==> src/rtl/game_controller_if.sv <==
// Player/playfield bus between the game sequencer and its environment.
// The slave side is the controller; the master side drives buttons and positions.
interface game_controller_if;
  logic        btn_flap;
  logic        btn_pause;
  logic [15:0] birdY;
  logic [15:0] pipe_x;
  logic [15:0] gap_y;
  logic [3:0]  game_state;
  logic        flap;
  logic        collision;
  logic [11:0] score;

  modport master (
    output btn_flap, btn_pause, birdY, pipe_x, gap_y,
    input  game_state, flap, collision, score
  );

  modport slave (
    input  btn_flap, btn_pause, birdY, pipe_x, gap_y,
    output game_state, flap, collision, score
  );
endinterface

==> src/rtl/game_controller.sv <==
// Top-level game sequencer: one-hot game state, flap pulse generation,
// bird collision detection and a saturating 3-digit BCD score.
module game_controller #(
  parameter int BIRD_X      = 160,
  parameter int BIRD_SIZE_X = 34,
  parameter int BIRD_SIZE_Y = 24,
  parameter int PIPE_WIDTH  = 52,
  parameter int GAP_SIZE    = 120,
  parameter int SCREEN_H    = 480,
  parameter int END_HOLD    = 90
) (
  input  logic             GAME_clk,
  input  logic             rst,
  game_controller_if.slave bus
);

  typedef enum logic [3:0] {
    ST_START = 4'b0001,
    ST_GAME  = 4'b0010,
    ST_PAUSE = 4'b0100,
    ST_END   = 4'b1000
  } state_t;

  localparam int HOLD_W = $clog2(END_HOLD + 1);

  localparam logic signed [16:0] SZ_Y     = 17'(BIRD_SIZE_Y);
  localparam logic signed [16:0] SCR_H    = 17'(SCREEN_H);
  localparam logic signed [16:0] GAP_H    = 17'(GAP_SIZE);
  localparam logic        [16:0] BIRD_L   = 17'(BIRD_X);
  localparam logic        [16:0] BIRD_R   = 17'(BIRD_X + BIRD_SIZE_X);
  localparam logic        [16:0] PIPE_W   = 17'(PIPE_WIDTH);

  // BCD +1 with carry between digits, saturating at 999.
  function automatic logic [11:0] bcd_inc(input logic [11:0] v);
    logic [11:0] r;
    r = v;
    if (v == 12'h999) begin
      r = v;
    end else if (v[3:0] != 4'd9) begin
      r[3:0] = v[3:0] + 4'd1;
    end else begin
      r[3:0] = 4'd0;
      if (v[7:4] != 4'd9) begin
        r[7:4] = v[7:4] + 4'd1;
      end else begin
        r[7:4]  = 4'd0;
        r[11:8] = v[11:8] + 4'd1;
      end
    end
    return r;
  endfunction

  state_t            r_state, w_state_nxt;
  logic              r_flap, w_flap_nxt;
  logic              r_collision, w_collision_nxt;
  logic [11:0]       r_score, w_score_nxt;
  logic [HOLD_W-1:0] r_hold, w_hold_nxt;
  logic              r_passed_q, w_passed_q_nxt;
  logic              r_btn_flap_q, r_btn_pause_q;

  logic              w_flap_rise, w_pause_rise;
  logic signed [16:0] w_by, w_by_bot, w_gap_top, w_gap_bot;
  logic        [16:0] w_px, w_px_r;
  logic              w_bounds_hit, w_x_overlap, w_y_out, w_hit, w_passed;

  assign w_flap_rise  = bus.btn_flap  & ~r_btn_flap_q;
  assign w_pause_rise = bus.btn_pause & ~r_btn_pause_q;

  // birdY is signed so a bird flying off the top reads as negative
  assign w_by      = {bus.birdY[15], bus.birdY};
  assign w_by_bot  = w_by + SZ_Y;
  assign w_gap_top = $signed({1'b0, bus.gap_y});
  assign w_gap_bot = w_gap_top + GAP_H;
  assign w_px      = {1'b0, bus.pipe_x};
  assign w_px_r    = w_px + PIPE_W;

  assign w_bounds_hit = (w_by < 17'sd0) | (w_by_bot > SCR_H);
  assign w_x_overlap  = (w_px < BIRD_R) & (w_px_r > BIRD_L);
  assign w_y_out      = (w_by < w_gap_top) | (w_by_bot > w_gap_bot);
  assign w_hit        = w_bounds_hit | (w_x_overlap & w_y_out);
  assign w_passed     = (w_px_r < BIRD_L);

  // Next-state and next-output logic for the game sequencer.
  always_comb begin
    w_state_nxt     = r_state;
    w_flap_nxt      = 1'b0;
    w_collision_nxt = 1'b0;
    w_score_nxt     = r_score;
    w_hold_nxt      = r_hold;
    w_passed_q_nxt  = w_passed;
    case (r_state)
      ST_START: begin
        if (w_flap_rise) begin
          w_state_nxt    = ST_GAME;
          w_flap_nxt     = 1'b1;
          w_score_nxt    = 12'h000;
          w_passed_q_nxt = 1'b0;
        end else begin
          w_state_nxt = ST_START;
        end
      end
      ST_GAME: begin
        if (w_hit) begin
          w_state_nxt     = ST_END;
          w_collision_nxt = 1'b1;
          w_hold_nxt      = HOLD_W'(END_HOLD);
        end else begin
          if (w_pause_rise) begin
            w_state_nxt = ST_PAUSE;
          end else if (w_flap_rise) begin
            w_flap_nxt = 1'b1;
          end else begin
            w_state_nxt = ST_GAME;
          end
          // Rising edge of passed so a pipe scores once until it wraps around
          if (w_passed && !r_passed_q) begin
            w_score_nxt = bcd_inc(r_score);
          end else begin
            w_score_nxt = r_score;
          end
        end
      end
      ST_PAUSE: begin
        if (w_pause_rise) begin
          w_state_nxt = ST_GAME;
        end else begin
          w_state_nxt = ST_PAUSE;
        end
      end
      ST_END: begin
        if (r_hold != {HOLD_W{1'b0}}) begin
          w_hold_nxt = r_hold - HOLD_W'(1);
        end else if (w_flap_rise) begin
          w_state_nxt = ST_START;
        end else begin
          w_state_nxt = ST_END;
        end
      end
      default: begin
        w_state_nxt = ST_START;
      end
    endcase
  end

  // State, output and edge-detect registers.
  always_ff @(posedge GAME_clk or posedge rst) begin
    if (rst) begin
      r_state       <= ST_START;
      r_flap        <= 1'b0;
      r_collision   <= 1'b0;
      r_score       <= 12'h000;
      r_hold        <= {HOLD_W{1'b0}};
      r_passed_q    <= 1'b0;
      r_btn_flap_q  <= 1'b0;
      r_btn_pause_q <= 1'b0;
    end else begin
      r_state       <= w_state_nxt;
      r_flap        <= w_flap_nxt;
      r_collision   <= w_collision_nxt;
      r_score       <= w_score_nxt;
      r_hold        <= w_hold_nxt;
      r_passed_q    <= w_passed_q_nxt;
      r_btn_flap_q  <= bus.btn_flap;
      r_btn_pause_q <= bus.btn_pause;
    end
  end

  assign bus.game_state = r_state;
  assign bus.flap       = r_flap;
  assign bus.collision  = r_collision;
  assign bus.score      = r_score;

endmodule

==> src/flat_wrapper.sv <==
// flat-port wrapper written by rule: the top's interface ports become plain ports
module game_controller_flat 
#(
  parameter int BIRD_X      = 160,
  parameter int BIRD_SIZE_X = 34,
  parameter int BIRD_SIZE_Y = 24,
  parameter int PIPE_WIDTH  = 52,
  parameter int GAP_SIZE    = 120,
  parameter int SCREEN_H    = 480,
  parameter int END_HOLD    = 90
)
  (GAME_clk, rst, bus_btn_flap, bus_btn_pause, bus_birdY, bus_pipe_x, bus_gap_y, bus_game_state, bus_flap, bus_collision, bus_score);
  game_controller_if bus_i ();
  input  logic GAME_clk;
  input  logic rst;
  input wire logic [$bits(bus_i.btn_flap)-1:0] bus_btn_flap;
  input wire logic [$bits(bus_i.btn_pause)-1:0] bus_btn_pause;
  input wire logic [$bits(bus_i.birdY)-1:0] bus_birdY;
  input wire logic [$bits(bus_i.pipe_x)-1:0] bus_pipe_x;
  input wire logic [$bits(bus_i.gap_y)-1:0] bus_gap_y;
  output wire logic [$bits(bus_i.game_state)-1:0] bus_game_state;
  output wire logic [$bits(bus_i.flap)-1:0] bus_flap;
  output wire logic [$bits(bus_i.collision)-1:0] bus_collision;
  output wire logic [$bits(bus_i.score)-1:0] bus_score;
  assign bus_i.btn_flap = bus_btn_flap;
  assign bus_i.btn_pause = bus_btn_pause;
  assign bus_i.birdY = bus_birdY;
  assign bus_i.pipe_x = bus_pipe_x;
  assign bus_i.gap_y = bus_gap_y;
  assign bus_game_state = bus_i.game_state;
  assign bus_flap = bus_i.flap;
  assign bus_collision = bus_i.collision;
  assign bus_score = bus_i.score;
  game_controller #(.BIRD_X(BIRD_X), .BIRD_SIZE_X(BIRD_SIZE_X), .BIRD_SIZE_Y(BIRD_SIZE_Y), .PIPE_WIDTH(PIPE_WIDTH), .GAP_SIZE(GAP_SIZE), .SCREEN_H(SCREEN_H), .END_HOLD(END_HOLD)) u_core (.GAME_clk(GAME_clk), .rst(rst), .bus(bus_i));
endmodule
==> config.mk <==
export PLATFORM = sky130hd
export DESIGN_NAME = game_controller_flat
export DESIGN_NICKNAME = d
export VERILOG_FILES = /design/src/rtl/game_controller_if.sv /design/src/rtl/game_controller.sv /design/src/flat_wrapper.sv
export SDC_FILE = /design/constraint.sdc
export NUM_CORES = 1
export LEC_CHECK = 0
export CORE_ASPECT_RATIO = 1.5
export CORE_MARGIN = 4
export CORE_UTILIZATION = 55
export CTS_CLUSTER_DIAMETER = 50
export DETAILED_ROUTE_END_ITERATION = 16
export PLACE_DENSITY = 0.87
export SLEW_MARGIN = 20
export SYNTH_ARGS = -nofsm -noshare
export SYNTH_HDL_FRONTEND = slang
export SYNTH_SLANG_ARGS = --single-unit
==> constraint.sdc <==
create_clock -name GAME_clk -period 7.5 [get_ports GAME_clk]
set_clock_uncertainty 0.15 [all_clocks]
set_input_delay 1.5 -clock GAME_clk [delete_from_list [all_inputs] [get_ports GAME_clk]]
set_output_delay 1.5 -clock GAME_clk [all_outputs]
set_load 0.02 [all_outputs]
==> results.sh <==
export IMPL_netlist_instances=364
export IMPL_die_y_um=98.8
export IMPL_cp_common_cell="o21ai_0"
export IMPL_drt_wl_total_um=8190
export IMPL_power_density_nw_per_um2=130
export IMPL_p_leak_uw=0.00162
export IMPL_die_x_um=68.5
export IMPL_routedWlPerCell_um=16.4
export IMPL_multiInputGateArea_um2=2170
export IMPL_syn2layout_area_growth_pct=26.8
export IMPL_drc=0
export IMPL_grt_ovfl_total=0
export IMPL_clockRootBuffer="clkbuf_8"
export IMPL_r2r_start="u_core.bus.score[0]"
export IMPL_fp_row_count=32
export IMPL_dp_cells=495
export IMPL_crit_required_ns=7.50
export IMPL_final_common_cell="clkdlybuf4s50_1"
export IMPL_post_cts_buffers=0
export IMPL_vias=3063
export IMPL_fmax_mhz=191
export IMPL_cts_hold_buf=0
export IMPL_synthFlopType="dfrtp_1"
export IMPL_seqCellArea_um2=702
export IMPL_pwr_share_comb_pct=38.5
export IMPL_seq_power_share_pct=37.7
export IMPL_syn_area_um2=3020
export IMPL_clock_sinks=28
export IMPL_first_pass_iters=4
export IMPL_switching_power_uw=168
export IMPL_routed_via_density=6.14
export IMPL_crit_fanout=9
export IMPL_rr_endpoint="u_core.bus.score[10]"
export IMPL_reg2reg_setup_slack_ns=4.15
export IMPL_synth_nets=454
export IMPL_holdCritPathClass="register to register"
export IMPL_grt_max_degree=29
export IMPL_start_util_pct=57.6
export IMPL_cts_clk_slew_worst_paths_ns=0.09
export IMPL_worst_pin_slew_ns=1.16
export IMPL_cts_made_buffers=3
export IMPL_cts_max_level=1
export IMPL_drive_gt1_share_pct=5.34
export IMPL_port_buffers=69
export IMPL_final_util_pct=73.1
export IMPL_hold_viol=0
export IMPL_ctsResizeCount=0
export IMPL_crit_start="bus_birdY[3]"
export IMPL_irDropWorstVdd_v=0.0000786
export IMPL_cts_buffer_depth=2
export IMPL_slew_headroom_pct=21.9
export IMPL_crit_path_end_kind="register"
export IMPL_synth_cell_types=65
export IMPL_synth_edf_count=0
export IMPL_cap_viol_max_count=0
export IMPL_dieArea_um2=6770
export IMPL_setup_violations=0
export IMPL_grt_pass1_vias=3082
export IMPL_critPathMaxStageDelay_ns=0.98
export IMPL_cts_tree="yes"
export IMPL_gp_congestion=1.01
export IMPL_fin_crit_sh_pct=69.7
export IMPL_timing_hold_ws_ns=0.360
export IMPL_async_reset_ff_share_pct=100
export IMPL_path_cells="clkdlybuf4s50_1, inv_1, ha_1, or4_2, nand3_1, nor4bb_1, and3_4, a21oi_1, o21ai_0, o21ai_0"
export IMPL_slew_violations=0
export IMPL_grt_pass1_wl_um=13500
export IMPL_io_pins=70
export IMPL_final_cell_mix="69 x clkdlybuf4s50_1, 38 x ha_1, 29 x inv_1"
export IMPL_postSynthAreaPerCell_um2=8.30
export IMPL_holdCritStartpoint="u_core.r_hold[0]"
export IMPL_whs_endpoint="u_core.r_hold[0]"
export IMPL_worstSetupPathType="input pin to register"
export IMPL_cp_arrival_ns=5.23
export IMPL_drt_antenna_violating_nets=0
export IMPL_clkPwrFrac_pct=23.8
export IMPL_hpwl_um=6690
export IMPL_layout_nets=522
export IMPL_core_um2=5250
export IMPL_stdcell_count=499
export IMPL_status="finished, final reports clean"
export IMPL_tns_ns=0
export IMPL_rsz0062_at_grt="no"
export IMPL_antenna_found_initial=0
export IMPL_fin_crit_ns=5.22
export IMPL_seq_area_frac_synth_pct=23.2
export IMPL_num_antenna_cells=0
export IMPL_synth_seq_cells=28
export IMPL_internal_power_uw=331
export IMPL_first_iter_violations=261
export IMPL_yosysWarnings=0
export IMPL_swShare_pct=33.6
export IMPL_r2r_cells=9
export IMPL_grt_usage_pct=25.4
export IMPL_hold_depth=1
export IMPL_slowest_stage="nor4bb_1"
export IMPL_crit_path_start_kind="input pin"
export IMPL_clock_latency_ns=0.27
export IMPL_nFillCells=410
-- per-layer routing --
metal	global-route usage, %	wire length (µm)	up-vias
li1	-	-	1500
met2	48.5	4540	109
met3	1.71	328	22
met5	0	0	-
met1	26.8	3090	1432
met4	10.4	231	0
-- logic make-up (layout without fill, tap and decap cells) --
group	Yosys count	after routing	share of synthesized area, %
simple gates	139	139	25.4
xor+xnor	26	26	7.54
fa+ha+maj	38	38	15.7
mux	5	5	1.66
compound gates	92	92	21.5
buf+inv	36	103	4.93
flops	28	28	23.2
-- worst max-delay path by stage --
| stage | endpoint | cells past startpoint |
|---|---|---|
| after CTS | u_core.bus.score[11] | 10 |
| after global placement | u_core.bus.score[11] | 10 |
| final | u_core.bus.score[10] | 10 |
| after floorplan | u_core.bus.game_state[3] | 13 |
| after detailed placement | u_core.bus.score[11] | 10 |
| after global routing | u_core.r_hold[1] | 14 |
-- critical path, delay by kind of cell --
kind	cells	cell delay, ns
and+or+nand+nor	4	2.14
buffers and inverters	2	0.79
AOI/OAI and AO/OA	3	0.45
adders and majority gates	1	0.34
-- flip-flops by register name, summed over array words and instances (netlist names) --
register / cells
u_core.r_btn_pause_q: 1
u_core.r_btn_flap_q: 1
u_core.bus.collision: 1
u_core.bus.flap: 1
u_core.r_hold: 7
u_core.bus.score: 12
u_core.bus.game_state: 4
u_core.r_passed_q: 1
-- layout make-up --
type | instances | share of cell area, %
multi-input combinational | 300 | 56.6
sequential | 28 | 18.3
timing repair buffer | 69 | 18.0
inverter | 30 | 2.94
tap | 68 | 2.22
clock buffer | 3 | 1.08
clock inverter | 1 | 0.784
-- synth_stat cells, drive strengths merged, types with 5 or more instances --
library cell	number	share of area, %
nor3	18	3.1
a21oi	18	3.0
inv	30	3.7
xor2	7	2.0
o21ai	24	4.1
clkbuf	5	0.95
nor2	19	2.4
nand2	23	2.9
xnor2	19	5.5
nand2b	6	1.2
nor4	9	1.9
mux2i	5	1.7
nand4	12	2.5
ha	38	16
dfrtp	27	22
a21o	8	2.0
nand3	21	3.5
-- power groups by stage --
| stage | sequential, µW | clock [µW] | combinational [µW] |
|---|---|---|---|
| 3_3_place_gp | 189 | 0 | 181 |
| 5_1_grt | 191 | 127 | 213 |
| 4_1_cts | 188 | 119 | 191 |
| 6_report | 188 | 118 | 192 |
| 2_1_floorplan | 192 | 0 | 110 |
| 3_5_place_dp | 191 | 0 | 189 |
-- stage by stage --
stage	worst slack [ns]	power, µW	area [µm²]
2_1_floorplan	3.25	302	3020
3_3_place_gp	2.16	371	3760
3_5_place_dp	2.09	379	3760
4_1_cts	2.31	498	3830
5_1_grt	2.03	532	3830
6_report	2.28	498	3830
(Power assumes the default switching activity.)
